--- config.mk ---
export PLATFORM = sky130hd
export DESIGN_NAME = fma_pipe_ctrl
export DESIGN_NICKNAME = d
export VERILOG_FILES = /design/src/rtl/fma_pipe_ctrl_pkg.sv /design/src/rtl/fma_pipe_stage.sv /design/src/rtl/fma_pipe_ctrl.sv
export SDC_FILE = /design/constraint.sdc
export NUM_CORES = 1
export LEC_CHECK = 0
export BUFFER_PORTS_ARGS = -buffer_cell sky130_fd_sc_hd__buf_2
export CORE_MARGIN = 2
export CORE_UTILIZATION = 49
export CTS_BUF_LIST = sky130_fd_sc_hd__clkbuf_4
export CTS_CLUSTER_SIZE = 10
export DETAILED_ROUTE_END_ITERATION = 12
export HOLD_SLACK_MARGIN = 0.06
export PLACE_DENSITY = 0.79
export SLEW_MARGIN = 20
export SYNTH_ARGS = -nofsm -noshare
export SYNTH_HDL_FRONTEND = slang
export SYNTH_SLANG_ARGS = --single-unit
export TNS_END_PERCENT = 1
--- constraint.sdc ---
create_clock -name clk -period 1.8 [get_ports clk]
set_clock_uncertainty 0.1 [all_clocks]
set_input_delay 0.18 -clock clk [delete_from_list [all_inputs] [get_ports clk]]
set_output_delay 0.18 -clock clk [all_outputs]
set_load 0.02 [all_outputs]
--- src/rtl/fma_pipe_ctrl_pkg.sv ---
// Shared FPU definitions used by the FMA pipeline sequencer:
// default pipeline geometry and the FMA op-code encoding.
package fma_pipe_ctrl_pkg;

    localparam int FMA_STAGES = 3;
    localparam int FMA_TAGW   = 5;
    localparam int FMA_OPW    = 3;

    typedef enum logic [FMA_OPW-1:0] {
        FMA_FMADD  = 3'd0,
        FMA_FMSUB  = 3'd1,
        FMA_FNMSUB = 3'd2,
        FMA_FNMADD = 3'd3,
        FMA_FMUL   = 3'd4,
        FMA_FADD   = 3'd5,
        FMA_FSUB   = 3'd6,
        FMA_FNMUL  = 3'd7
    } fma_op_e;

endpackage

--- src/rtl/fma_pipe_stage.sv ---
// One slot of the FMA sequencer: holds valid, destination tag and op code
// for the operation currently occupying this datapath stage.
module fma_pipe_stage
    import fma_pipe_ctrl_pkg::*;
#(
    parameter int TAGW = FMA_TAGW,
    parameter int OPW  = FMA_OPW
) (
    input  logic            clk,
    input  logic            reset,
    input  logic            flush,
    input  logic            load,
    input  logic            advance,
    input  logic [TAGW-1:0] load_rd,
    input  logic [OPW-1:0]  load_op,
    output logic            valid,
    output logic [TAGW-1:0] rd,
    output logic [OPW-1:0]  op
);

    // Load wins over advance so a stage can hand its op forward and take
    // the next one on the same edge; flush only kills the valid bit.
    always_ff @(posedge clk) begin
        if (reset) begin
            valid <= 1'b0;
            rd    <= '0;
            op    <= '0;
        end else if (flush) begin
            valid <= 1'b0;
        end else if (load) begin
            valid <= 1'b1;
            rd    <= load_rd;
            op    <= load_op;
        end else if (advance) begin
            valid <= 1'b0;
        end
    end

endmodule

--- src/rtl/fma_pipe_ctrl.sv ---
// Sequencer for the multi-stage FMA datapath: bubble-collapsing valid/tag
// pipeline with RAW interlock, result back-pressure and full flush.
module fma_pipe_ctrl
    import fma_pipe_ctrl_pkg::*;
#(
    parameter int STAGES = FMA_STAGES,
    parameter int TAGW   = FMA_TAGW,
    parameter int OPW    = FMA_OPW
) (
    input  logic              clk,
    input  logic              reset,
    input  logic              IssueValid,
    output logic              IssueReady,
    input  logic [OPW-1:0]    IssueOp,
    input  logic [TAGW-1:0]   IssueRd,
    input  logic [TAGW-1:0]   IssueRs1,
    input  logic [TAGW-1:0]   IssueRs2,
    input  logic [TAGW-1:0]   IssueRs3,
    input  logic              IssueUsesRs3,
    input  logic              Flush,
    output logic [STAGES-1:0] StageEn,
    output logic [STAGES-1:0] StageValid,
    output logic              ResultValid,
    input  logic              ResultReady,
    output logic [TAGW-1:0]   ResultRd,
    output logic [OPW-1:0]    ResultOp,
    output logic              Hazard,
    output logic              Busy
);

    logic [STAGES-1:0] valid;
    logic [STAGES-1:0] adv;
    logic [STAGES-1:0] free;
    logic [STAGES-1:0] load;
    logic [TAGW-1:0]   rd_q [STAGES];
    logic [OPW-1:0]    op_q [STAGES];
    logic              raw_match;
    logic              accept;

    // Advance is resolved from the result stage backwards so that a stage
    // sees whether its successor is vacating in the same cycle.
    always_comb begin
        adv = '0;
        free = '0;
        adv[STAGES-1] = valid[STAGES-1] & ResultReady;
        free[STAGES-1] = !valid[STAGES-1] | adv[STAGES-1];
        for (int i = STAGES - 2; i >= 0; i--) begin
            adv[i] = valid[i] & free[i+1];
            free[i] = !valid[i] | adv[i];
        end
    end

    // Conservative interlock: an op retiring this cycle still blocks issue.
    always_comb begin
        raw_match = 1'b0;
        for (int i = 0; i < STAGES; i++) begin
            if (valid[i] && (rd_q[i] == IssueRs1 || rd_q[i] == IssueRs2 ||
                             (IssueUsesRs3 && rd_q[i] == IssueRs3)))
                raw_match = 1'b1;
        end
    end

    assign Hazard     = IssueValid & raw_match;
    assign IssueReady = free[0] & !Hazard & !Flush & !reset;
    assign accept     = IssueValid & IssueReady;

    always_comb begin
        load = '0;
        if (!Flush && !reset) begin
            load[0] = accept;
            for (int i = 1; i < STAGES; i++)
                load[i] = adv[i-1];
        end
    end

    for (genvar g = 0; g < STAGES; g++) begin : g_stage
        logic [TAGW-1:0] src_rd;
        logic [OPW-1:0]  src_op;

        if (g == 0) begin : g_head
            assign src_rd = IssueRd;
            assign src_op = IssueOp;
        end else begin : g_body
            assign src_rd = rd_q[g-1];
            assign src_op = op_q[g-1];
        end

        fma_pipe_stage #(
            .TAGW (TAGW),
            .OPW  (OPW)
        ) u_stage (
            .clk     (clk),
            .reset   (reset),
            .flush   (Flush),
            .load    (load[g]),
            .advance (adv[g]),
            .load_rd (src_rd),
            .load_op (src_op),
            .valid   (valid[g]),
            .rd      (rd_q[g]),
            .op      (op_q[g])
        );
    end

    assign StageEn     = load;
    assign StageValid  = valid;
    assign ResultValid = valid[STAGES-1];
    assign ResultRd    = rd_q[STAGES-1];
    assign ResultOp    = op_q[STAGES-1];
    assign Busy        = |valid;

endmodule

==> results.md <==
* Outcome: complete, but fails checks
* Failing checks: negative setup slack
* Max-slew violations at 0
* Worst Hold End: g_stage[2].u_stage.valid
* Most common cell after layout, fill and taps aside: buf_2
* Initial antenna violation count at 0
* Port bufs at 46
* Slack of the critical path at -0.399 ns
* Final HPWL DP at 3.36 mm
* Hold Fails Final Rpt at 0
* R2R cell count at 8
* Leak pwr at 1.10 nW
* Maximum root-to-sink buffer count at 2
* CP startpoint kind: register
* Root buffer cell: clkbuf_4
* Via count at 1588
* Sequential cell area at 579 um^2
* Multi-input logic area at 1090 um^2
* # DRC at 0
* Antenna Cells at 0
* Worst VDD drop at 0.470 mV
* DR WL/cell at 13.9 um
* RSZ-0062 raised after global routing: true
* Util after Layout at 0.712
* Post-synth top area cell: dfxtp_1
* Initial core utilization at 0.509
* Crit path time final at 2.20 ns
* Crit path max fanout at 4
* Yosys cell types at 30
* Total gr overflow at 0
* Mapped Area at 1680 um^2
* R2R Setup Slk at -0.29 ns
* Worst slew pin tran at 0.305 ns
* Initial DRC Count at 66
* CTS clk-pin slew, worst paths at 0.14 ns
* Synthesized area per cell at 8.82 um^2
* Share of layout cells above drive strength 1 at 0.440
* Filler Cell Count at 268
* First-pass GRT wire length at 7.16 mm
* Number of global-route vias before repair at 1544
* Commonest non-fill, non-tap cells in the layout: buf_2 (43), nand2_1 (37), buf_4 (31), xnor2_1 (25), xor2_1 (19)
* Syn Nets at 220
* Drt pass-1 iters at 4
* HP Class: primary input to register
* WS Path Type: register to output port
* Synth top area share at 0.321
* Number of cell rows at 21
* Syn Inst Count at 191
* Final net count at 298
* I/O pin count at 47
* CORE AREA at 3310 um^2
* Max cap viols at 0
* Placer Congestion at 0.906
* Hold Crit Start: Flush
* Synth-to-layout area growth at 40.0%
* Total Routing Usage GR at 0.229
* Drt total wl at 4.37 mm
* CP required at 1.52 ns
* Clk sink count at 27
* Worst hold path depth at 4
* Crit end category: output port
* Flops & latches, synth at 27
* Final cell count without fillers at 314
* Inst Count DP at 298
* Critical Path AT at 1.92 ns
* Largest net degree at the start of global routing at 26
* CTS tree: done
* Die width at 62.6 um
* Sequential area share after synthesis at 0.321
* Die Ht at 62.6 um
* Cts bufs inserted at 3
* Synth warn at 0
* Worst skew pair latency at 0.32 ns
* Post-route antenna net violation count at 0
* Depth of the CTS H-tree at 1
* Final setup vio count at 12
* Pwr Density at 465 nW/um^2
* Total die area at 3920 um^2
* R2r endpoint: g_stage[0].u_stage.rd[0]
* Relative slew slack at 0.797
* Vias per cell at 5.06
* Final worst path period share at 1.22
* Maximum clock rate at 455 MHz
* Top cells by area, synth: dfxtp_1 (32%), xnor2_1 (14%), xor2_1 (9.9%)
* Worst R2R Start: g_stage[0].u_stage.rd[0]
-- worst max path at each step --
stage	start	end	slack [ns]	cells past startpoint
6_report	g_stage[0].u_stage.rd[0]	StageEn[0]	-0.40	8
5_1_grt	g_stage[0].u_stage.rd[0]	StageEn[0]	-0.47	8
4_1_cts	g_stage[0].u_stage.rd[1]	IssueReady	-0.38	7
3_5_place_dp	g_stage[0].u_stage.rd[1]	g_stage[0].u_stage.rd[0]	-0.20	6
3_3_place_gp	g_stage[0].u_stage.rd[4]	g_stage[0].u_stage.rd[0]	-0.15	6
2_1_floorplan	g_stage[0].u_stage.rd[4]	g_stage[0].u_stage.rd[0]	-0.03	6
-- state kept, by name, summed over array words and instances, names as in the netlist --
register / cells
g_stage.u_stage.op: 9
g_stage.u_stage.valid: 3
g_stage.u_stage.rd: 15
-- cell usage after synthesis (all sizes together) --
master  count
a21boi      1
a21oi      10
a41oi       1
and2        1
and3        3
buf         6
clkbuf      8
clkinv      2
dfxtp      27
inv         1
mux2        8
nand2      37
nand3       5
nand3b      9
nand4       6
nor2        1
nor2b       9
nor3        1
nor4        6
o21a        1
o22ai       2
or3         1
xnor2      26
xor2       19
-- per-layer routing --
layer | vias up | part of all wire | track usage
li1 | 788 | - | -
met1 | 745 | 0.44 | 0.280
met2 | 47 | 0.50 | 0.417
met3 | 8 | 0.042 | 0.0252
met4 | 0 | 0.017 | 0.0778
met5 | - | 0 | 0
-- metrics by stage --
stage	worst slack, ns	instance area (um^2)	hold slack (ns)	TNS (ns)	total power, mW
floorplan	-0.0342	1710	0.159	-0.283	0.730
global placement	-0.153	2140	0.268	-1.41	0.820
detailed placement	-0.197	2140	0.265	-1.88	0.825
CTS	-0.380	2320	0.143	-2.57	1.10
global route	-0.469	2360	0.161	-4.12	1.15
finish	-0.399	2360	0.162	-3.43	1.10
-- report_power, final --
part | total, mW | switching, mW | leakage (nW) | internal (mW)
clock | 0.260 | 0.176 | 0.0139 | 0.0847
sequential | 0.612 | 0.0131 | 0.227 | 0.599
combinational | 0.223 | 0.0956 | 0.858 | 0.127
-- critical path, cell delays in order, from the launching register on --
cell,delay [ns]
dfxtp_4,0.39
xor2_1,0.16
nor4_1,0.31
and3_1,0.26
nor4_4,0.05
buf_4,0.15
nand4_4,0.11
inv_2,0.05
buf_6,0.12
-- area by class of cell --
class                      instances  share of cell area
multi-input combinational        147               0.460
clock inverter                     1             0.00318
clock buffer                       3             0.00955
sequential                        27               0.246
timing repair buffer              87               0.251
tap                               46              0.0244
inverter                           3             0.00584
-- logic make-up (layout without fill, tap and decap cells) --
family,Yosys count,count (layout),share of synthesized area
flops,27,27,0.321
mux,8,8,0.0713
simple gates,79,79,0.264
buf+inv,17,94,0.0550
compound gates,15,15,0.0550
xor+xnor,45,45,0.234
-- repair_timing --
item	in CTS	in global routing
hold buffers	9	0
endpoints found under the setup margin	14	13
hold endpoints to repair	9	0
setup buffers	2	1
pin swaps	9	7
gates resized for setup	20	9
Note: power is estimated with default switching activity, not from simulation.
